### src/rtl/instr_fetch_queue_pkg.sv
// Shared fetch definitions: field widths, fetch-pair bit offsets and the queue entry type.
// No logic, so no latency.
// No flow control at this level; users decide when a pair is accepted.
package instr_fetch_queue_pkg;

  localparam int INSTR_W = 32;
  localparam int PC_W    = 32;
  localparam int ENTRY_W = 64;

  // Bit offsets of each field inside a 128-bit fetch pair.
  localparam int INSTR1_MSB = 127;
  localparam int PC1_MSB    = 95;
  localparam int INSTR0_MSB = 63;
  localparam int PC0_MSB    = 31;

  typedef struct packed {
    logic [INSTR_W-1:0] instr;
    logic [PC_W-1:0]    pc;
  } entry_t;

  // Older half of a fetch pair.
  function automatic entry_t pair_lo(input logic [127:0] pair);
    entry_t e;
    e.instr = pair[INSTR0_MSB -: INSTR_W];
    e.pc    = pair[PC0_MSB -: PC_W];
    return e;
  endfunction

  // Younger half of a fetch pair.
  function automatic entry_t pair_hi(input logic [127:0] pair);
    entry_t e;
    e.instr = pair[INSTR1_MSB -: INSTR_W];
    e.pc    = pair[PC1_MSB -: PC_W];
    return e;
  endfunction

endpackage

### src/rtl/instr_fetch_queue_if.sv
// Bundle between fetch, the instruction queue and dual-issue decode.
// No logic, so no latency.
// stop_fetch throttles fetch; deq_ready throttles the queue toward decode.
interface instr_fetch_queue_if #(
  parameter int DEPTH = 16
);
  import instr_fetch_queue_pkg::*;

  localparam int CW = $clog2(DEPTH) + 1;

  logic               write_fifo;
  logic [127:0]       fetch_instr_pc;
  logic               flush;
  logic [1:0]         deq_ready;
  logic [INSTR_W-1:0] instr0;
  logic [PC_W-1:0]    pc0;
  logic               valid0;
  logic [INSTR_W-1:0] instr1;
  logic [PC_W-1:0]    pc1;
  logic               valid1;
  logic               stop_fetch;
  logic [CW-1:0]      count;
  logic               overflow_err;

  // Fetch and decode side.
  modport master (
    output write_fifo, fetch_instr_pc, flush, deq_ready,
    input  instr0, pc0, valid0, instr1, pc1, valid1, stop_fetch, count, overflow_err
  );

  // Queue side.
  modport slave (
    input  write_fifo, fetch_instr_pc, flush, deq_ready,
    output instr0, pc0, valid0, instr1, pc1, valid1, stop_fetch, count, overflow_err
  );

endinterface

### src/rtl/instr_fetch_queue_ram.sv
// DEPTH x 64 entry storage: one enable writes two consecutive addresses, two async read ports.
// Write lands on the clock edge; reads are combinational.
// No flow control; the caller guarantees free space before enabling a write.
module fetch_queue_ram
  import instr_fetch_queue_pkg::*;
#(
  parameter int DEPTH = 16,
  parameter int AW    = $clog2(DEPTH)
) (
  input  logic          clk,
  input  logic          we_i,
  input  logic [AW-1:0] waddr_i,
  input  entry_t        wdat0_i,
  input  entry_t        wdat1_i,
  input  logic [AW-1:0] raddr0_i,
  input  logic [AW-1:0] raddr1_i,
  output entry_t        rdat0_o,
  output entry_t        rdat1_o
);

  entry_t        mem_q [DEPTH];
  logic [AW-1:0] waddr1;

  // Second write address wraps naturally through the AW-bit add.
  assign waddr1 = waddr_i + AW'(1);

  // Data storage is left unreset; validity is tracked by the queue's count.
  always_ff @(posedge clk) begin
    if (we_i) begin
      mem_q[waddr_i] <= wdat0_i;
      mem_q[waddr1]  <= wdat1_i;
    end
  end

  assign rdat0_o = mem_q[raddr0_i];
  assign rdat1_o = mem_q[raddr1_i];

endmodule

### src/rtl/instr_fetch_queue.sv
// Instruction queue: takes fetch pairs, presents the two oldest entries to decode (FWFT).
// A pushed pair is visible the cycle after its write edge; no input-to-output bypass.
// stop_fetch when free <= AFULL_MARGIN; pushes without room are dropped and flagged sticky.
module instr_fetch_queue
  import instr_fetch_queue_pkg::*;
#(
  parameter int DEPTH        = 16,
  parameter int AFULL_MARGIN = 4
) (
  input  logic               clk,
  input  logic               rst_n,
  instr_fetch_queue_if.slave q_if
);

  localparam int AW = $clog2(DEPTH);
  localparam int CW = AW + 1;
  localparam logic [CW-1:0] DEPTH_C  = CW'(DEPTH);
  localparam logic [CW-1:0] TWO_C    = CW'(2);
  localparam logic [CW-1:0] MARGIN_C = CW'(AFULL_MARGIN);

  logic [AW-1:0] wr_ptr_q, wr_ptr_d;
  logic [AW-1:0] rd_ptr_q, rd_ptr_d;
  logic [CW-1:0] count_q, count_d;
  logic          overflow_q, overflow_d;

  logic [CW-1:0] free_w;
  logic          push_req, push, pop0, pop1, valid0, valid1;
  logic [1:0]    pops;
  entry_t        rd0, rd1;

  // Free space uses the registered count, so same-cycle pops never make room for a push.
  assign free_w   = DEPTH_C - count_q;
  assign push_req = q_if.write_fifo & ~q_if.flush;
  assign push     = push_req & (free_w >= TWO_C);

  assign valid0 = (count_q != '0);
  assign valid1 = (count_q >= TWO_C);

  // Strictly in-order retirement: slot1 can only leave together with slot0.
  assign pop0 = valid0 & q_if.deq_ready[0];
  assign pop1 = pop0 & valid1 & q_if.deq_ready[1];
  assign pops = {1'b0, pop0} + {1'b0, pop1};

  fetch_queue_ram #(.DEPTH(DEPTH), .AW(AW)) u_ram (
    .clk      (clk),
    .we_i     (push),
    .waddr_i  (wr_ptr_q),
    .wdat0_i  (pair_lo(q_if.fetch_instr_pc)),
    .wdat1_i  (pair_hi(q_if.fetch_instr_pc)),
    .raddr0_i (rd_ptr_q),
    .raddr1_i (rd_ptr_q + AW'(1)),
    .rdat0_o  (rd0),
    .rdat1_o  (rd1)
  );

  // Next-state for pointers, occupancy and the sticky drop flag; flush wins over push and pop.
  always_comb begin
    wr_ptr_d   = wr_ptr_q;
    rd_ptr_d   = rd_ptr_q;
    count_d    = count_q;
    overflow_d = overflow_q | (push_req & ~push);
    if (q_if.flush) begin
      wr_ptr_d = '0;
      rd_ptr_d = '0;
      count_d  = '0;
    end else begin
      if (push) wr_ptr_d = wr_ptr_q + AW'(2);
      rd_ptr_d = rd_ptr_q + AW'(pops);
      count_d  = count_q + (push ? TWO_C : '0) - CW'(pops);
    end
  end

  // Queue state registers.
  always_ff @(posedge clk or negedge rst_n) begin
    if (!rst_n) begin
      wr_ptr_q   <= '0;
      rd_ptr_q   <= '0;
      count_q    <= '0;
      overflow_q <= 1'b0;
    end else begin
      wr_ptr_q   <= wr_ptr_d;
      rd_ptr_q   <= rd_ptr_d;
      count_q    <= count_d;
      overflow_q <= overflow_d;
    end
  end

  // Slots read zero when empty so stale storage never leaks to decode.
  assign q_if.valid0       = valid0;
  assign q_if.valid1       = valid1;
  assign q_if.instr0       = valid0 ? rd0.instr : '0;
  assign q_if.pc0          = valid0 ? rd0.pc    : '0;
  assign q_if.instr1       = valid1 ? rd1.instr : '0;
  assign q_if.pc1          = valid1 ? rd1.pc    : '0;
  assign q_if.stop_fetch   = (free_w <= MARGIN_C);
  assign q_if.count        = count_q;
  assign q_if.overflow_err = overflow_q;

endmodule

### src/flat_wrapper.sv
// flat-port wrapper written by rule: the top's interface ports become plain ports
module instr_fetch_queue_flat import instr_fetch_queue_pkg::*;
#(
  parameter int DEPTH        = 16,
  parameter int AFULL_MARGIN = 4
)
  (clk, rst_n, q_if_write_fifo, q_if_fetch_instr_pc, q_if_flush, q_if_deq_ready, q_if_instr0, q_if_pc0, q_if_valid0, q_if_instr1, q_if_pc1, q_if_valid1, q_if_stop_fetch, q_if_count, q_if_overflow_err);
  instr_fetch_queue_if #(.DEPTH(DEPTH)) q_if_i ();
  input  logic clk;
  input  logic rst_n;
  input wire logic [$bits(q_if_i.write_fifo)-1:0] q_if_write_fifo;
  input wire logic [$bits(q_if_i.fetch_instr_pc)-1:0] q_if_fetch_instr_pc;
  input wire logic [$bits(q_if_i.flush)-1:0] q_if_flush;
  input wire logic [$bits(q_if_i.deq_ready)-1:0] q_if_deq_ready;
  output wire logic [$bits(q_if_i.instr0)-1:0] q_if_instr0;
  output wire logic [$bits(q_if_i.pc0)-1:0] q_if_pc0;
  output wire logic [$bits(q_if_i.valid0)-1:0] q_if_valid0;
  output wire logic [$bits(q_if_i.instr1)-1:0] q_if_instr1;
  output wire logic [$bits(q_if_i.pc1)-1:0] q_if_pc1;
  output wire logic [$bits(q_if_i.valid1)-1:0] q_if_valid1;
  output wire logic [$bits(q_if_i.stop_fetch)-1:0] q_if_stop_fetch;
  output wire logic [$bits(q_if_i.count)-1:0] q_if_count;
  output wire logic [$bits(q_if_i.overflow_err)-1:0] q_if_overflow_err;
  assign q_if_i.write_fifo = q_if_write_fifo;
  assign q_if_i.fetch_instr_pc = q_if_fetch_instr_pc;
  assign q_if_i.flush = q_if_flush;
  assign q_if_i.deq_ready = q_if_deq_ready;
  assign q_if_instr0 = q_if_i.instr0;
  assign q_if_pc0 = q_if_i.pc0;
  assign q_if_valid0 = q_if_i.valid0;
  assign q_if_instr1 = q_if_i.instr1;
  assign q_if_pc1 = q_if_i.pc1;
  assign q_if_valid1 = q_if_i.valid1;
  assign q_if_stop_fetch = q_if_i.stop_fetch;
  assign q_if_count = q_if_i.count;
  assign q_if_overflow_err = q_if_i.overflow_err;
  instr_fetch_queue #(.DEPTH(DEPTH), .AFULL_MARGIN(AFULL_MARGIN)) u_core (.clk(clk), .rst_n(rst_n), .q_if(q_if_i));
endmodule
### config.mk
export PLATFORM = sky130hd
export DESIGN_NAME = instr_fetch_queue_flat
export DESIGN_NICKNAME = d
export VERILOG_FILES = /design/src/rtl/instr_fetch_queue_pkg.sv /design/src/rtl/instr_fetch_queue_if.sv /design/src/rtl/instr_fetch_queue_ram.sv /design/src/rtl/instr_fetch_queue.sv /design/src/flat_wrapper.sv
export SDC_FILE = /design/constraint.sdc
export NUM_CORES = 2
export LEC_CHECK = 0
export BUFFER_PORTS_ARGS = -buffer_cell sky130_fd_sc_hd__buf_2
export CAP_MARGIN = 20
export CORE_MARGIN = 2
export CORE_UTILIZATION = 60
export DETAILED_ROUTE_END_ITERATION = 16
export PLACE_DENSITY = 0.82
export RECOVER_POWER = 50
export SYNTH_ARGS = -nofsm -noshare
export SYNTH_HDL_FRONTEND = slang
export SYNTH_HIERARCHICAL = 1
export SYNTH_SLANG_ARGS = --single-unit
### constraint.sdc
create_clock -name clk -period 12.64 [get_ports clk]
set_input_delay 1.264 -clock clk [delete_from_list [all_inputs] [get_ports clk]]
set_output_delay 1.264 -clock clk [all_outputs]
set_load 0.01 [all_outputs]
==> impl_metrics.ini <==
[die]
start_util_pct = 60.5
die_y_um = 322
coreArea_sq_mm = 0.100
rows = 116
io_pins = 271
die_w_um = 322
dieArea_sq_mm = 0.103

[cts]
cts_setup_buffers = 0
cts_buffer_depth = 3
clock-sinks = 1037
root_buffer = clkbuf_16
cts_made_buffers = 111
cts_tree = yes
cts-hold-fix-buffers = 0
cts_resized = 0
clk_pin_slew_ns = 0.07
htree_num_levels = 3
clkLatencyLatePin_ns = 0.70

[layout]
fillers = 6762
drive_above_1_share_pct = 50.6
area_growth_pct = 8.44
seqCellArea_sq_mm = 0.0311
stdcell_area_sq_mm = 0.0656
multi_input_area_sq_mm = 0.0275
instances_no_fill = 5076
nets = 3827

[critical_path]
worst_ep_required_time_ns = 12.93
rrSetupSlack_ns = 3.79
critPathMaxStageDelay_ns = 2.45
timing.rr.end = u_core/u_ram/mem_q[12][0]$_DFFE_PP_
startpoint = u_core/q_if.count[2]$_DFF_PN0_
critPathBufInv = 4
rr_startpoint = u_core/q_if.count[2]$_DFF_PN0_
crit_path_end_kind = flip-flop
crit_cells = 12
cp_top_family = compound AO/OA/AOI/OAI gates
worst_ep_arrival_time_ns = 9.14
critical_path.cell_chain = inv_1 > ha_1 > and2_0 > ha_1 > inv_1 > a2111oi_0 > nor3_1 > clkbuf_1 > and3_1 > nand2_1 > o21ai_0 > buf_4
endpoint = u_core/u_ram/mem_q[12][0]$_DFFE_PP_
critPathLaunchType = flip-flop
crit_type = reg -> reg
cpMaxStageDelayCell = o21ai_0
rr_worst_depth = 12
critPathMaxFanout = 44

[global_routing]
gr-total-overflow = 0
grt_max_degree = 153
first_global_vias = 38800
antenna_found_initial = 36
grt_usage_pct = 36.0
grt_pass1_wl_um = 266000

[yosys]
synth_fa_ha_area_share_pct = 0.385
synth-warning-count = 6
synth_area_per_cell_sq_um = 16.6
ys_seq_elements = 1037
synthCells = 3642
synthSimpleGateAreaFrac_pct = 2.85
synthDistinctLibCells = 44
muxShareOfSynthArea_pct = 38.7
netlist_area_sq_mm = 0.0605
synth_top_family_by_area = multiplexers
synth-compound-area-share_pct = 3.43
synth_xor_area_share_pct = 0.116
synth.yosys.seq_area_share_pct = 51.4

[sta]
finClkSkew_ns = 0.0294
hold_slack_ns = 0.498
slew_violations = 1189
finalHoldViolations = 0
rsz0062_at_grt = no
fmax_mhz = 113
period_share_pct = 70.0
period_minus_slack_ns = 8.85
setup_viol = 0
max-slew-margin-rel_pct = -296
worst_pin_slew_ns = 5.93
setup-tns-final_ns = 0

[drt]
vias = 38300
vias_per_cell = 7.54
drc = 0
dr.pass1.iters = 6
drt_wl_total_um = 186000
initialDrtViolationCount = 5574
wl_per_cell_um = 36.7
ant_nets = 0

[status]
status = complete, but fails checks
violations = capacitance limit, slew limit

[power]
ir_drop_mv = 0.229
combPwrFrac_pct = 43.6
power_mw = 13.0
p_int_mw = 8.54
p_seq_share_pct = 31.4
leakage_nw = 21.4
p_per_area_mw_per_mm2 = 199
power_frac_clock_pct = 25.0
netSwitchingPower_mw = 4.49
switching_share_pct = 34.5

[placement]
gp_congestion = 0.808
dp.cells = 4860
placed_cell_area_sq_mm = 0.0625
port_buffers = 270
hpwl_um = 94200

[hold_path]
hold_path_class = reg -> reg

[run]
drv_cap = 28
[stage by stage]
step	worst slack, ns	utilization (%)
floorplan	5.70	-
global placement	6.55	62.4
detailed placement	6.54	62.5
CTS	5.78	66.0
global route	3.48	65.6
finish	3.79	65.6
[worst min-delay path by stage]
stage	startpoint	endpoint	slack, ns	depth (start not counted)
floorplan	u_core/q_if.overflow_err$_DFF_PN0_	u_core/q_if.overflow_err$_DFF_PN0_	0.51	1
global placement	u_core/q_if.overflow_err$_DFF_PN0_	u_core/q_if.overflow_err$_DFF_PN0_	0.44	1
detailed placement	u_core/q_if.overflow_err$_DFF_PN0_	u_core/q_if.overflow_err$_DFF_PN0_	0.50	1
CTS	rst_n	u_core/q_if.count[2]$_DFF_PN0_	0.45	1
global route	u_core/q_if.overflow_err$_DFF_PN0_	u_core/q_if.overflow_err$_DFF_PN0_	0.53	1
finish	u_core/q_if.overflow_err$_DFF_PN0_	u_core/q_if.overflow_err$_DFF_PN0_	0.50	1
[cells by family after synthesis]
| kind of cell | after synthesis |
|---|---|
| fa+ha+maj | 18 |
| flops | 1037 |
| other cells | 1 |
| compound gates | 278 |
| mux | 1537 |
| buf+inv | 433 |
| simple gates | 330 |
| xor+xnor | 8 |
[area by class of cell]
type | count | area share (%)
clock inverters | 58 | 0.874
well taps | 1298 | 2.48
repair buffers | 334 | 2.65
clock buffers | 140 | 4.54
flip-flops and latches | 1037 | 47.4
diodes | 18 | 0.0687
inverters | 12 | 0.0801
multi-input cells | 2179 | 41.9
[per-layer routing]
| metal | wire length, um | share of wire, % | vias up | GRT usage (%) |
|---|---|---|---|---|
| met2 | 86400 | 46 | 3005 | 55.7 |
| met3 | 26800 | 14 | 583 | 9.78 |
| met1 | 64800 | 35 | 19700 | 47.8 |
| met5 | 206 | 0.11 | - | 0 |
| met4 | 8210 | 4.4 | 32 | 16.6 |
| li1 | - | - | 15000 | - |
[cell usage in the layout (no fill, tap or decap), types with 7 or more instances in the layout]
| master | n |
|---|---|
| buf_2 | 198 |
| nand2b_1 | 7 |
| conb_1 | 8 |
| edfxtp_1 | 1024 |
| mux2_4 | 57 |
| nor2_1 | 12 |
| mux2_1 | 68 |
| diode_2 | 18 |
| clkbuf_1 | 110 |
| mux4_2 | 512 |
| and2_1 | 64 |
| nand2_1 | 133 |
| clkbuf_16 | 114 |
| buf_4 | 45 |
| a22oi_1 | 256 |
| clkinv_1 | 17 |
| inv_1 | 11 |
| mux2_2 | 900 |
| dfrtp_1 | 11 |
| bufinv_16 | 11 |
| nor2b_1 | 71 |
| clkinv_2 | 24 |
| ha_1 | 16 |
[power by group through the flow]
stage               clock, mW  combinational, mW  sequential (mW)
floorplan                   0               4.07             4.08
global placement            0               5.58             4.15
detailed placement          0               5.63             4.16
CTS                      3.27               5.66             4.09
global route             3.39               5.96             4.11
finish                   3.25               5.69             4.09
[state kept, by name (all words and copies together) (netlist names)]
signal,count
u_core/u_ram/mem_q,1024
u_core/q_if.count,5
u_core/rd_ptr_q,4
u_core/wr_ptr_q,3
u_core/q_if.overflow_err,1
[worst reg2reg max path, stage by stage, from the launching register on]
cell	delay (ns)
dfrtp_1	0.48
inv_1	0.14
ha_1	0.23
and2_0	0.14
ha_1	0.28
inv_1	0.05
a2111oi_0	1.63
nor3_1	0.27
clkbuf_1	0.28
and3_1	0.19
nand2_1	1.13
o21ai_0	2.46
buf_4	1.11
[synthesized netlist by cell type, drive strengths merged]
cell     number  area (sq um)
buf         180           943
nand2       136           510
nor3b         1          12.5
fa            1          20.0
ha           17           213
a21oi         8          40.0
nor2b        75           469
and3          2          12.5
or2           2          12.5
xor2          5          43.8
nand3b        4          55.1
nand2b        7          43.8
and2         67           419
o21ai         6          30.0
edfxtp     1024         30700
conb          1          3.75
clkbuf      241           905
or4           2          18.8
mux2       1025         11900
or3           3          20.0
a22oi       256          1920
inv          12          45.0
a2111oi       1          27.5
dfrtp        13           325
a221oi        1          8.76
o31ai         2          15.0
xnor2         3          26.3
a31o          1          8.76
a21boi        1          7.51
mux4        512         11500
nor2         22           108
nor3          3          15.0
nand3         6          30.0
o21bai        2          15.0
(Power assumes the default switching activity.)
